`src/rtl/alu_pkg.sv`:
```
// Shared ALU definitions: divider width, divide-by-zero quotient, FSM states.
package alu_pkg;

  localparam int DIV_WIDTH = 32;

  // Quotient reported when the divisor is zero.
  localparam logic [DIV_WIDTH-1:0] DIV_ZERO_QUOT = '1;

  typedef enum logic [1:0] {
    IDLE = 2'd0,
    RUN  = 2'd1,
    FIX  = 2'd2,
    DONE = 2'd3
  } div_state_t;

endpackage

```
`src/rtl/div_32_trial_sub.sv`:
```
// Trial subtractor for restoring division: rem - divisor, built as an add of
// the inverted divisor with carry-in 1, the same way the carry-in adder works.
module div_trial_sub #(
  parameter int WIDTH = 32
) (
  input  logic [WIDTH:0]   rem,
  input  logic [WIDTH-1:0] divisor,
  output logic [WIDTH-1:0] diff,
  output logic             borrow
);

  logic [WIDTH:0] sum;

  // {1'b1, ~divisor} is the bitwise inverse of the zero-extended divisor.
  assign sum    = rem + {1'b1, ~divisor} + {{WIDTH{1'b0}}, 1'b1};
  assign diff   = sum[WIDTH-1:0];
  // Top bit set means the trial went negative, so the remainder is restored.
  assign borrow = sum[WIDTH];

endmodule

```
`src/rtl/div_32.sv`:
```
// Multi-cycle signed/unsigned restoring divider, one quotient bit per cycle.
module div_32
  import alu_pkg::*;
#(
  parameter int WIDTH = DIV_WIDTH
) (
  input  logic             clk,
  input  logic             rst_n,
  input  logic             start,
  input  logic             is_signed,
  input  logic [WIDTH-1:0] dividend,
  input  logic [WIDTH-1:0] divisor,
  output logic             busy,
  output logic             done,
  output logic [WIDTH-1:0] quotient,
  output logic [WIDTH-1:0] remainder,
  output logic             div_by_zero
);

  localparam int CW = $clog2(WIDTH);

  div_state_t       state_q, state_d;
  logic [CW-1:0]    cnt_q, cnt_d;
  logic [WIDTH-1:0] rem_q, rem_d;     // partial remainder
  logic [WIDTH-1:0] dvd_q, dvd_d;     // dividend magnitude shifting into quotient
  logic [WIDTH-1:0] dsr_q, dsr_d;     // divisor magnitude
  logic [WIDTH-1:0] num_q, num_d;     // raw dividend, returned on divide-by-zero
  logic             qneg_q, qneg_d;
  logic             rneg_q, rneg_d;
  logic             zero_q, zero_d;
  logic             busy_q, busy_d;
  logic             done_q, done_d;
  logic [WIDTH-1:0] quot_q, quot_d;
  logic [WIDTH-1:0] remo_q, remo_d;
  logic             dbz_q, dbz_d;

  logic [WIDTH:0]   shifted;
  logic [WIDTH-1:0] trial_diff;
  logic             trial_borrow;

  assign shifted = {rem_q, dvd_q[WIDTH-1]};

  div_trial_sub #(.WIDTH(WIDTH)) u_trial (
    .rem     (shifted),
    .divisor (dsr_q),
    .diff    (trial_diff),
    .borrow  (trial_borrow)
  );

  // Next-state and datapath logic; result registers load only in DONE.
  always_comb begin
    state_d = state_q;
    cnt_d   = cnt_q;
    rem_d   = rem_q;
    dvd_d   = dvd_q;
    dsr_d   = dsr_q;
    num_d   = num_q;
    qneg_d  = qneg_q;
    rneg_d  = rneg_q;
    zero_d  = zero_q;
    done_d  = 1'b0;
    quot_d  = quot_q;
    remo_d  = remo_q;
    dbz_d   = dbz_q;
    case (state_q)
      IDLE: begin
        // A start coinciding with the done pulse is dropped.
        if (start && !done_q) begin
          num_d   = dividend;
          zero_d  = (divisor == '0);
          qneg_d  = is_signed & (dividend[WIDTH-1] ^ divisor[WIDTH-1]);
          rneg_d  = is_signed & dividend[WIDTH-1];
          dvd_d   = (is_signed && dividend[WIDTH-1]) ? -dividend : dividend;
          dsr_d   = (is_signed && divisor[WIDTH-1]) ? -divisor : divisor;
          rem_d   = '0;
          cnt_d   = CW'(WIDTH - 1);
          state_d = (divisor == '0) ? DONE : RUN;
        end
      end
      RUN: begin
        rem_d = trial_borrow ? shifted[WIDTH-1:0] : trial_diff;
        dvd_d = {dvd_q[WIDTH-2:0], ~trial_borrow};
        if (cnt_q == '0) begin
          state_d = FIX;
        end else begin
          cnt_d = cnt_q - 1'b1;
        end
      end
      FIX: begin
        dvd_d   = qneg_q ? -dvd_q : dvd_q;
        rem_d   = rneg_q ? -rem_q : rem_q;
        state_d = DONE;
      end
      DONE: begin
        done_d  = 1'b1;
        quot_d  = zero_q ? DIV_ZERO_QUOT : dvd_q;
        remo_d  = zero_q ? num_q : rem_q;
        dbz_d   = zero_q;
        state_d = IDLE;
      end
      default: state_d = IDLE;
    endcase
    busy_d = (state_d != IDLE);
  end

  // State and output registers with asynchronous clear.
  always_ff @(posedge clk or negedge rst_n) begin
    if (!rst_n) begin
      state_q <= IDLE;
      cnt_q   <= '0;
      rem_q   <= '0;
      dvd_q   <= '0;
      dsr_q   <= '0;
      num_q   <= '0;
      qneg_q  <= 1'b0;
      rneg_q  <= 1'b0;
      zero_q  <= 1'b0;
      busy_q  <= 1'b0;
      done_q  <= 1'b0;
      quot_q  <= '0;
      remo_q  <= '0;
      dbz_q   <= 1'b0;
    end else begin
      state_q <= state_d;
      cnt_q   <= cnt_d;
      rem_q   <= rem_d;
      dvd_q   <= dvd_d;
      dsr_q   <= dsr_d;
      num_q   <= num_d;
      qneg_q  <= qneg_d;
      rneg_q  <= rneg_d;
      zero_q  <= zero_d;
      busy_q  <= busy_d;
      done_q  <= done_d;
      quot_q  <= quot_d;
      remo_q  <= remo_d;
      dbz_q   <= dbz_d;
    end
  end

  assign busy        = busy_q;
  assign done        = done_q;
  assign quotient    = quot_q;
  assign remainder   = remo_q;
  assign div_by_zero = dbz_q;

endmodule
```
`config.mk`:
```
export PLATFORM = sky130hd
export DESIGN_NAME = div_32
export DESIGN_NICKNAME = d
export VERILOG_FILES = /design/src/rtl/alu_pkg.sv /design/src/rtl/div_32_trial_sub.sv /design/src/rtl/div_32.sv
export SDC_FILE = /design/constraint.sdc
export NUM_CORES = 1
export LEC_CHECK = 0
export BUFFER_PORTS_ARGS = -buffer_cell sky130_fd_sc_hd__buf_4
export CORE_MARGIN = 2
export CORE_UTILIZATION = 40
export DETAILED_ROUTE_END_ITERATION = 12
export GPL_ROUTABILITY_DRIVEN = 0
export MAX_ROUTING_LAYER = met4
export SYNTH_ARGS = -nofsm -noshare
export SYNTH_HDL_FRONTEND = slang
export SYNTH_SLANG_ARGS = --single-unit
```
`constraint.sdc`:
```
create_clock -name clk -period 3.4 [get_ports clk]
set_input_delay 0.17 -clock clk [delete_from_list [all_inputs] [get_ports clk]]
set_output_delay 0.17 -clock clk [all_outputs]
set_load 0.01 [all_outputs]
```
After elaboration in Yosys (flattened, before gate mapping)
Index checks and enable logic that the tools add are counted.
{"block": "totals", "regBits": 205, "in_bits": 68, "output_inout_bits": 67}
{"block": "op_classes", "n_addsub": 7, "eq_ne": 7, "muxes": 19, "n_bitwise": 5, "reduce_logical": 14}
{"cell": "$mux W32", "count": 9}
{"cell": "$pmux W32 S3", "count": 2}
{"cell": "$neg A32 Y32", "count": 4}
{"cell": "$add A33 B1 Y33 const B", "count": 1}
{"cell": "$add A33 B33 Y33", "count": 1}
{"cell": "$logic_not A32 Y1", "count": 1}
{"cell": "$not A32 Y32", "count": 1}
{"cell": "$mux W5", "count": 2}
{"cell": "$pmux W5 S2", "count": 1}
{"cell": "$reduce_and A3 Y1", "count": 3}
{"cell": "$ne A2 B2 Y1 const B", "count": 4}
{"cell": "$pmux W2 S4", "count": 1}
{"cell": "$mux W2", "count": 3}
{"cell": "$logic_not A5 Y1", "count": 1}
{"cell": "$sub A5 B1 Y5 const B", "count": 1}
{"cell": "$eq A2 B2 Y1 const B", "count": 2}
{"cell": "$reduce_bool A2 Y1", "count": 2}
{"cell": "$logic_and A1 B1 Y1", "count": 3}
{"cell": "$reduce_bool A3 Y1", "count": 1}
{"cell": "$and A1 B1 Y1", "count": 2}
{"cell": "$eq A2 B1 Y1 const B", "count": 1}
{"cell": "$logic_not A2 Y1", "count": 1}
{"cell": "$reduce_and A2 Y1", "count": 1}
{"cell": "$logic_not A1 Y1", "count": 1}
{"cell": "3 further kinds", "count": 3}

Longest topological paths before layout
Gate-level depths: netlist of the first run.
{"block": "depth", "depth_word": 5, "depth_mapped": 13, "depth_no_buf": 12}

Hierarchy
Synthesis of the first run repeated with hierarchy kept, for this count alone.
{"block": "hier_totals", "cells_unflattened": 1717, "area_unflattened_um2": 14430.1}
{"module": "div_32", "instances": 1, "cells_per_inst": 1390, "area_per_inst_um2": 12219.2, "seq_area_each_um2": 5129.9}
{"module": "div_trial_sub", "instances": 1, "cells_per_inst": 327, "area_per_inst_um2": 2210.9, "seq_area_each_um2": 0.0}

Worst setup path after synthesis of the first run
No wires, ideal clock.
{"block": "synth_path", "kind": "reg2reg", "startpoint": "reg dvd_q[31]", "endpoint": "reg rem_q[15]", "setup_time_ns": 0.133, "arrival_time_ns": 2.886, "required_time_ns": 3.267, "slack_ns": 0.380, "stages_incl_launch_ff": 14, "n_path_buf": 1, "period_less_slack_ns": 3.020, "path_cell_list": "dfrtp_1 -> inv_1 -> ha_1 -> fa_1 -> nand2b_1 -> a21o_1 -> a211oi_1 -> a32oi_1 -> nand2_1 -> o21ai_1 -> xnor2_2 -> buf_2 -> mux2i_1 -> o21ai_0"}
{"block": "synth_between", "elab_chain_cells": 4}
{"element": "from (decl)", "line": "div_32.sv:25", "rtl": "logic [WIDTH-1:0] dvd_q, dvd_d;"}
{"element": "from (signal assigned)", "line": "div_32.sv:127", "rtl": "dvd_q <= dvd_d;"}
{"element": "$add A33 B33 Y33", "line": "div_32_trial_sub.sv:15", "rtl": "assign sum = rem + {1'b1, ~divisor} + {{WIDTH{1'b0}}, 1'b1};"}
{"element": "$add A33 B1 Y33", "line": "div_32_trial_sub.sv:15"}
{"element": "$mux W32", "line": "div_32.sv:81", "rtl": "rem_d = trial_borrow ? shifted[WIDTH-1:0] : trial_diff;"}
{"element": "$pmux W32 S3", "line": "div_32.sv:65", "rtl": "case (state_q)"}
{"element": "to (signal assigned)", "line": "div_32.sv:126", "rtl": "rem_q <= rem_d;"}
{"element": "to (decl)", "line": "div_32.sv:24", "rtl": "logic [WIDTH-1:0] rem_q, rem_d;"}
No other way between the ends.
A chain may end at the register's enable or synchronous reset.

Worst setup path after layout of the first run
{"block": "layout_path", "startpoint": "reg rem_q[0]", "endpoint": "reg rem_q[26]"}
{"block": "layout_between", "elab_chain_cells": 4, "elab_cells_between_ends": 6}
{"element": "$add A33 B33 Y33", "line": "div_32_trial_sub.sv:15"}
{"element": "$add A33 B1 Y33", "line": "div_32_trial_sub.sv:15"}
{"element": "$mux W32", "line": "div_32.sv:81"}
{"element": "$pmux W32 S3 *", "line": "div_32.sv:65"}
Mark *: on every way between the ends. The rest lies on a longest branch, timed or not. The select of a mux whose other input is x is not followed.

==> results of run 1 <==
==> synth_stat cells, types with 11 or more instances <==
cell      count
dfrtp_1     205
nor2_1      178
o21ai_0     166
nand2_1     157
a21oi_1     146
clkbuf_1     71
inv_1        60
mux2i_1      58
xor2_1       54
xnor2_1      46
ha_1         41
nor3_1       41
mux2_2       32
a21o_1       22
nand3_1      19
or3_1        17
o211ai_1     16
a22oi_1      15
nand2b_1     15
buf_1        13
o31ai_1      12
o41ai_1      12
nor3b_1      11
==> cell usage in the layout, fill, tap and decap left out, types with 11 or more instances in the layout <==
cell	netlist	routed
nand3_1	19	19
xnor2_1	46	46
o211ai_1	16	16
o31ai_1	12	12
a21oi_1	146	146
nand2_1	157	157
o41ai_1	12	12
dlygate4sd3_1	0	62
a21o_1	22	22
mux2i_1	58	58
buf_4	1	182
o21ai_0	166	165
ha_1	41	40
inv_1	60	60
xor2_1	54	54
dfrtp_1	205	204
mux2_2	32	32
nor2_1	178	178
nor3_1	41	41
nor3b_1	11	11
nand2b_1	15	15
a22oi_1	15	15
or3_1	17	17
clkbuf_16	0	25
==> layer usage <==
layer / global-route usage (%) / part of all wire [%] / vias to the layer above / wire, µm
met4: 5.14 / 2.1 / 0 / 782
met1: 29.6 / 48 / 5548 / 17600
li1: - / - / 5943 / -
met3: 2.65 / 4.7 / 53 / 1730
met5: - / 0 / - / 0
met2: 33.8 / 45 / 282 / 16800
==> through the flow <==
step / setup slack (ns) / hold slack, ns
floorplan: 0.380 / -0.126
global placement: 0.251 / 0.278
detailed placement: 0.205 / 0.281
CTS: 0.166 / 0.0159
global route: 0.0639 / 0.0420
finish: 0.252 / 0.0123
==> timing repair <==
action,in CTS,in global routing
hold buffers,62,0
gates resized for setup,0,1
endpoints found under the setup margin,0,19
hold endpoints to repair,139,0
==> registers in the layout, indices dropped and copies added (netlist names), 2 cells and up <==
signal and flops:
remainder 32, state_q 2, num_q 32, cnt_q 5, dsr_q 32, dvd_q 32, rem_q 32, quotient 32
==> area by class of cell <==
| type | instances | area share, % |
|---|---|---|
| well taps | 442 | 3.34 |
| flip-flops and latches | 205 | 31.0 |
| multi-input cells | 1214 | 46.2 |
| repair buffers | 249 | 12.6 |
| inverters | 60 | 1.36 |
| clock inverters | 8 | 0.998 |
| clock buffers | 35 | 4.49 |
==> where the power goes <==
part           leakage (nW)  internal (mW)  switching, mW
sequential             2.65           3.50          0.991
clock                 0.450           1.88           1.03
combinational          4.36           3.46           4.45
==> worst max-delay path: stages, from the launching register on <==
cell and delay, ns:
dfrtp_1 0.43, inv_1 0.14, ha_1 0.21, or3b_1 0.40, or3_1 0.36, or3_4 0.39
or3_1 0.40, or3_1 0.38, a22oi_1 0.16, o221ai_1 0.13
==> path summary, 6_finish.rpt <==
kind                                        endpoint  cells after the start  slack, ns
min                            dsr_q[27]$_DFFE_PN0P_                      3       0.01
min reg2reg                    dsr_q[26]$_DFFE_PN0P_                      2       0.48
min in group asynchronous    quotient[7]$_DFFE_PN0P_                      2       0.27
max reg2reg                    rem_q[26]$_DFFE_PN0P_                      9       0.25
max in group asynchronous  remainder[30]$_DFFE_PN0P_                      3       2.26
max                            rem_q[26]$_DFFE_PN0P_                      9       0.25
==> logic make-up (layout without fill, tap and decap cells) <==
family | after synthesis | after routing | synth area share (%)
fa+ha+maj | 42 | 42 | 4.01
simple gates | 518 | 518 | 18.8
compound gates | 461 | 461 | 20.4
xor+xnor | 102 | 103 | 6.83
flops | 205 | 205 | 38.6
mux | 90 | 90 | 7.07
buf+inv | 151 | 352 | 4.35
==> flow_summary_export.csv, run 1 <==
group,metric,value,unit
synthesis,yosys.cell_types.count,79,
die,die_x,186,µm
die,die-area,34700,µm²
placed_design,port_buffers,134,
cells_and_area,fillers,3078,
cells_and_area,drive_gt1_share,16.8,%
synthesis,netlist_area,13300,µm²
timing,worst_slew_margin_rel,35.5,%
route,vias_per_cell,5.34,
die,initial_core_util,40.8,%
grt,track_usage,21.5,%
synthesis,avgSynthCellArea,8.48,µm²
outcome,status,"finished clean",
pwr,irDropWorstVdd,0.379,mV
cells_and_area,design_area,16500,µm²
route,post-route-drc-count,0,
route,routedWlPerCell,16.7,µm
timing,fmax,318,MHz
setup_path,r2r_start,"rem_q[0]$_DFFE_PN0P_",
cts,htreeDepth,1,
die,rows,66,
placed_design,placed_cells,2107,
cells_and_area,antenna_cells,0,
grt,grt-ovfl-total,0,
cells_and_area,multi_input_area,7650,µm²
timing,rsz0062_at_grt,"false",
cts,clkSlewWorstSetupHoldPaths,0.06,ns
cells_and_area,postLayoutCoreUtil,50.7,%
setup_path,crit_path_start,"rem_q[0]$_DFFE_PN0P_",
cts,post-cts-setup-buffer-count,0,
cts,cts-root-buf,"clkbuf_16",
route,via_count,11800,
route,ant_nets,0,
cells_and_area,nNetsFinal,1864,
cts,clock-sinks,205,
timing,finalCritPeriodShare,92.6,%
placed_design,place.detailed.hpwl,26700,µm
cts,insertion_delay,0.52,ns
timing,worst_pin_slew,0.968,ns
synthesis,synthArstFlopShare,100,%
route,first_pass_iters,5,
synthesis,synth.yosys.warnings,0,
route,first_iter_violations,797,
synthesis,seq_area_frac_synth,38.6,%
cells_and_area,syn2layout_area_growth,24.4,%
synthesis,synthFlopType,"dfrtp_1",
cells_and_area,fin_cells,2213,
synthesis,yosys-top-cells-area,"dfrtp_1 39%, o21ai_0 6.2%, a21oi_1 5.5%",
route,wl,36900,µm
setup_path,worstPathArrival,3.53,ns
grt,grt_max_degree,100,
die,core-area,32600,µm²
grt,grt_pass1_wl,59900,µm
pwr,p_leak,7.46,nW
cts,cts.path.max_buffers,3,
synthesis,synthDominantCellAreaShare,38.6,%
synthesis,ys_seq_elements,205,
setup_path,cp_max_fo,6,
min_path,hp-start,"divisor[27]",
synthesis,netlist_instances,1569,
timing,skew,0.0102,ns
timing,fin_crit,3.15,ns
synthesis,syn-num-nets,1679,
timing,setup_tns,0,ns
synthesis,synth_edf_count,0,
setup_path,startpoint_type,"flip-flop",
cells_and_area,register_area,5130,µm²
pwr,powerDensity,926,nW/µm²
timing,hold_viol,0,
cts,cts_tree,"done",
grt,antenna_found_initial,0,
setup_path,worstPathRequired,3.78,ns
run,maxCapViolCount,0,
timing,setup_viol,0,
min_path,min_path_type,"input port to flip-flop",
cts,cts_made_buffers,24,
timing,finalMaxSlewViolations,0,
grt,grt_pass1_vias,11300,
placed_design,postPlaceCellArea,15000,µm²
die,die-height,186,µm
setup_path,crit_path_end_kind,"flip-flop",
die,io-pin-count,135,
synthesis,yosysTopAreaCell,"dfrtp_1",
pwr,power,15.3,mW
setup_path,path_class,"flip-flop to flip-flop",
Note: power is estimated with default switching activity, not from simulation.
==> run 2, diff against run 1 <==
--- a/config.mk
+++ b/config.mk
@@ -5,12 +5,14 @@
 export SDC_FILE = /design/constraint.sdc
 export NUM_CORES = 1
 export LEC_CHECK = 0
+export ABC_CLOCK_PERIOD_IN_PS = 3400
 export BUFFER_PORTS_ARGS = -buffer_cell sky130_fd_sc_hd__buf_4
 export CORE_MARGIN = 2
-export CORE_UTILIZATION = 40
+export CORE_UTILIZATION = 53
 export DETAILED_ROUTE_END_ITERATION = 12
 export GPL_ROUTABILITY_DRIVEN = 0
 export MAX_ROUTING_LAYER = met4
+export PLACE_DENSITY = 0.73
 export SYNTH_ARGS = -nofsm -noshare
 export SYNTH_HDL_FRONTEND = slang
 export SYNTH_SLANG_ARGS = --single-unit
==> flow_summary_export.csv, run 2 (synthesis gave the netlist of run 1 again) <==
group,metric,value,unit
setup_path,cp_max_fo,16,
placed_design,place.detailed.hpwl,24900,µm
route,post-route-drc-count,0,
cts,insertion_delay,0.52,ns
route,wl,35100,µm
cts,cts-root-buf,"clkbuf_16",
min_path,min_to,"dsr_q[9]$_DFFE_PN0P_",
cts,clkSlewWorstSetupHoldPaths,0.05,ns
timing,hold_viol,0,
route,first_pass_iters,5,
die,io-pin-count,135,
route,via_count,11900,
route,ant_nets,0,
timing,rsz0062_at_grt,"false",
min_path,hp-start,"divisor[9]",
min_path,hold_depth,3,
cells_and_area,nNetsFinal,1842,
outcome,status,"finished clean",
timing,setup_tns,0,ns
die,die-height,162,µm
timing,fin_crit,3.16,ns
setup_path,r2r_cells,15,
pwr,irDropWorstVdd,0.408,mV
route,vias_per_cell,5.77,
die,core-area,24500,µm²
timing,setup_viol,0,
setup_path,path_class,"flip-flop to flip-flop",
grt,track_usage,27.5,%
grt,grt_pass1_wl,57900,µm
die,initial_core_util,54.4,%
grt,grt-ovfl-total,0,
cts,cts_tree,"done",
route,first_iter_violations,715,
placed_design,postPlaceCellArea,14800,µm²
die,die-area,26400,µm²
cts,cts_made_buffers,23,
grt,grt_pass1_vias,11400,
min_path,min_path_type,"input port to flip-flop",
timing,finalMaxSlewViolations,0,
timing,worst_pin_slew,1.15,ns
setup_path,startpoint_type,"flip-flop",
timing,worst_slew_margin_rel,23.0,%
setup_path,r2r_start,"dvd_q[31]$_DFFE_PN0P_",
run,maxCapViolCount,0,
pwr,powerDensity,917,nW/µm²
die,rows,57,
setup_path,worstReg2RegEnd,"rem_q[8]$_DFFE_PN0P_",
cells_and_area,design_area,16100,µm²
pwr,p_leak,7.27,nW
cts,htreeDepth,1,
cells_and_area,drive_gt1_share,15.8,%
cells_and_area,antenna_cells,0,
cells_and_area,mostFrequentLayoutCell,"dfrtp_1",
grt,grt_max_degree,98,
timing,finalCritPeriodShare,92.8,%
setup_path,worstPathArrival,3.54,ns
timing,fmax,317,MHz
placed_design,port_buffers,134,
setup_path,worstPathRequired,3.78,ns
route,routedWlPerCell,16.9,µm
grt,antenna_found_initial,0,
die,die_x,162,µm
cells_and_area,layout_common_cells,"204 x dfrtp_1, 178 x nor2_1, 165 x o21ai_0, 165 x buf_4, 157 x nand2_1",
cts,post-cts-setup-buffer-count,0,
timing,skew,0.0136,ns
setup_path,crit_path_end_kind,"flip-flop",
cts,clock-sinks,205,
setup_path,ff2ff_setup_slack,0.24,ns
cells_and_area,syn2layout_area_growth,20.8,%
cts,cts.path.max_buffers,3,
-- run 2: cell count changes in the layout (fill, tap and decap cells not counted), moves of 3 or more --
cell           delta
clkbuf_8          -5
dlygate4sd3_1     -5
bufinv_16         -3
clkbuf_1          +4
buf_4            -17
-- run 2: per-stage QoR --
| stage | util (%) | total power, mW | hold slack, ns | setup WS (ns) | std cells |
|---|---|---|---|---|---|
| 6_report | 65.7 | 14.7 | 0.00801 | 0.245 | 2070 |
| 5_1_grt | 65.7 | 15.9 | 0.0266 | 0.0222 | 2070 |
| 4_1_cts | 65.6 | 14.7 | 0.000496 | 0.138 | 2070 |
| 3_5_place_dp | 60.4 | 12.1 | 0.314 | 0.173 | 1974 |
| 3_3_place_gp | 60.4 | 11.9 | 0.311 | 0.230 | 1974 |
| 2_1_floorplan | - | 9.68 | -0.126 | 0.380 | 1569 |
-- run 2: timing repair --
item / CTS / global route
hold endpoints to repair: 149 / 0
endpoints found under the setup margin: 0 / 27
hold buffers: 57 / 0
gates resized for setup: 0 / 3
-- run 2: final cells by class --
cell class              count  area (µm²)
fillers                  2080        8390
multi-input cells        1213        7640
flip-flops and latches    205        5130
repair buffers            229        1940
clock buffers              32         639
well taps                 324         405
inverters                  60         225
clock inverters             7        85.1
-- run 2: worst max path at each step --
stage | endpoint | cells past startpoint | start
3_5_place_dp | rem_q[6]$_DFFE_PN0P_ | 15 | dvd_q[31]$_DFFE_PN0P_
6_report | rem_q[8]$_DFFE_PN0P_ | 15 | dvd_q[31]$_DFFE_PN0P_
3_3_place_gp | rem_q[1]$_DFFE_PN0P_ | 14 | dvd_q[31]$_DFFE_PN0P_
4_1_cts | rem_q[6]$_DFFE_PN0P_ | 15 | dvd_q[31]$_DFFE_PN0P_
5_1_grt | rem_q[8]$_DFFE_PN0P_ | 15 | dvd_q[31]$_DFFE_PN0P_
2_1_floorplan | rem_q[15]$_DFFE_PN0P_ | 13 | dvd_q[31]$_DFFE_PN0P_
-- run 2: worst max-delay path: stages (launching register included) --
cell and delay, ns:
dfrtp_1 0.39, inv_1 0.13, ha_1 0.25, fa_1 0.38, nand2b_1 0.20, a21o_1 0.21
a211oi_2 0.19, buf_4 0.16, a32oi_1 0.08, nand2_1 0.11, o21ai_2 0.13, xnor2_4 0.19
buf_12 0.18, buf_12 0.13, mux2i_1 0.18, o21ai_0 0.09
-- run 2: metal layers --
layer	part of all wire, %	wire (µm)	vias up	global-route usage, %
met3	6.3	2210	57	3.28
met2	47	16300	369	43.9
met1	45	15800	5637	37.7
met5	0	0	-	-
li1	-	-	5884	-
met4	2.0	698	0	7.08
-- run 2: power by group --
group	leakage, nW	internal (mW)	total (mW)	switching, mW
Sequential	2.65	3.50	4.51	1.01
Clock	0.360	1.45	2.44	0.983
Combinational	4.26	3.42	7.80	4.38
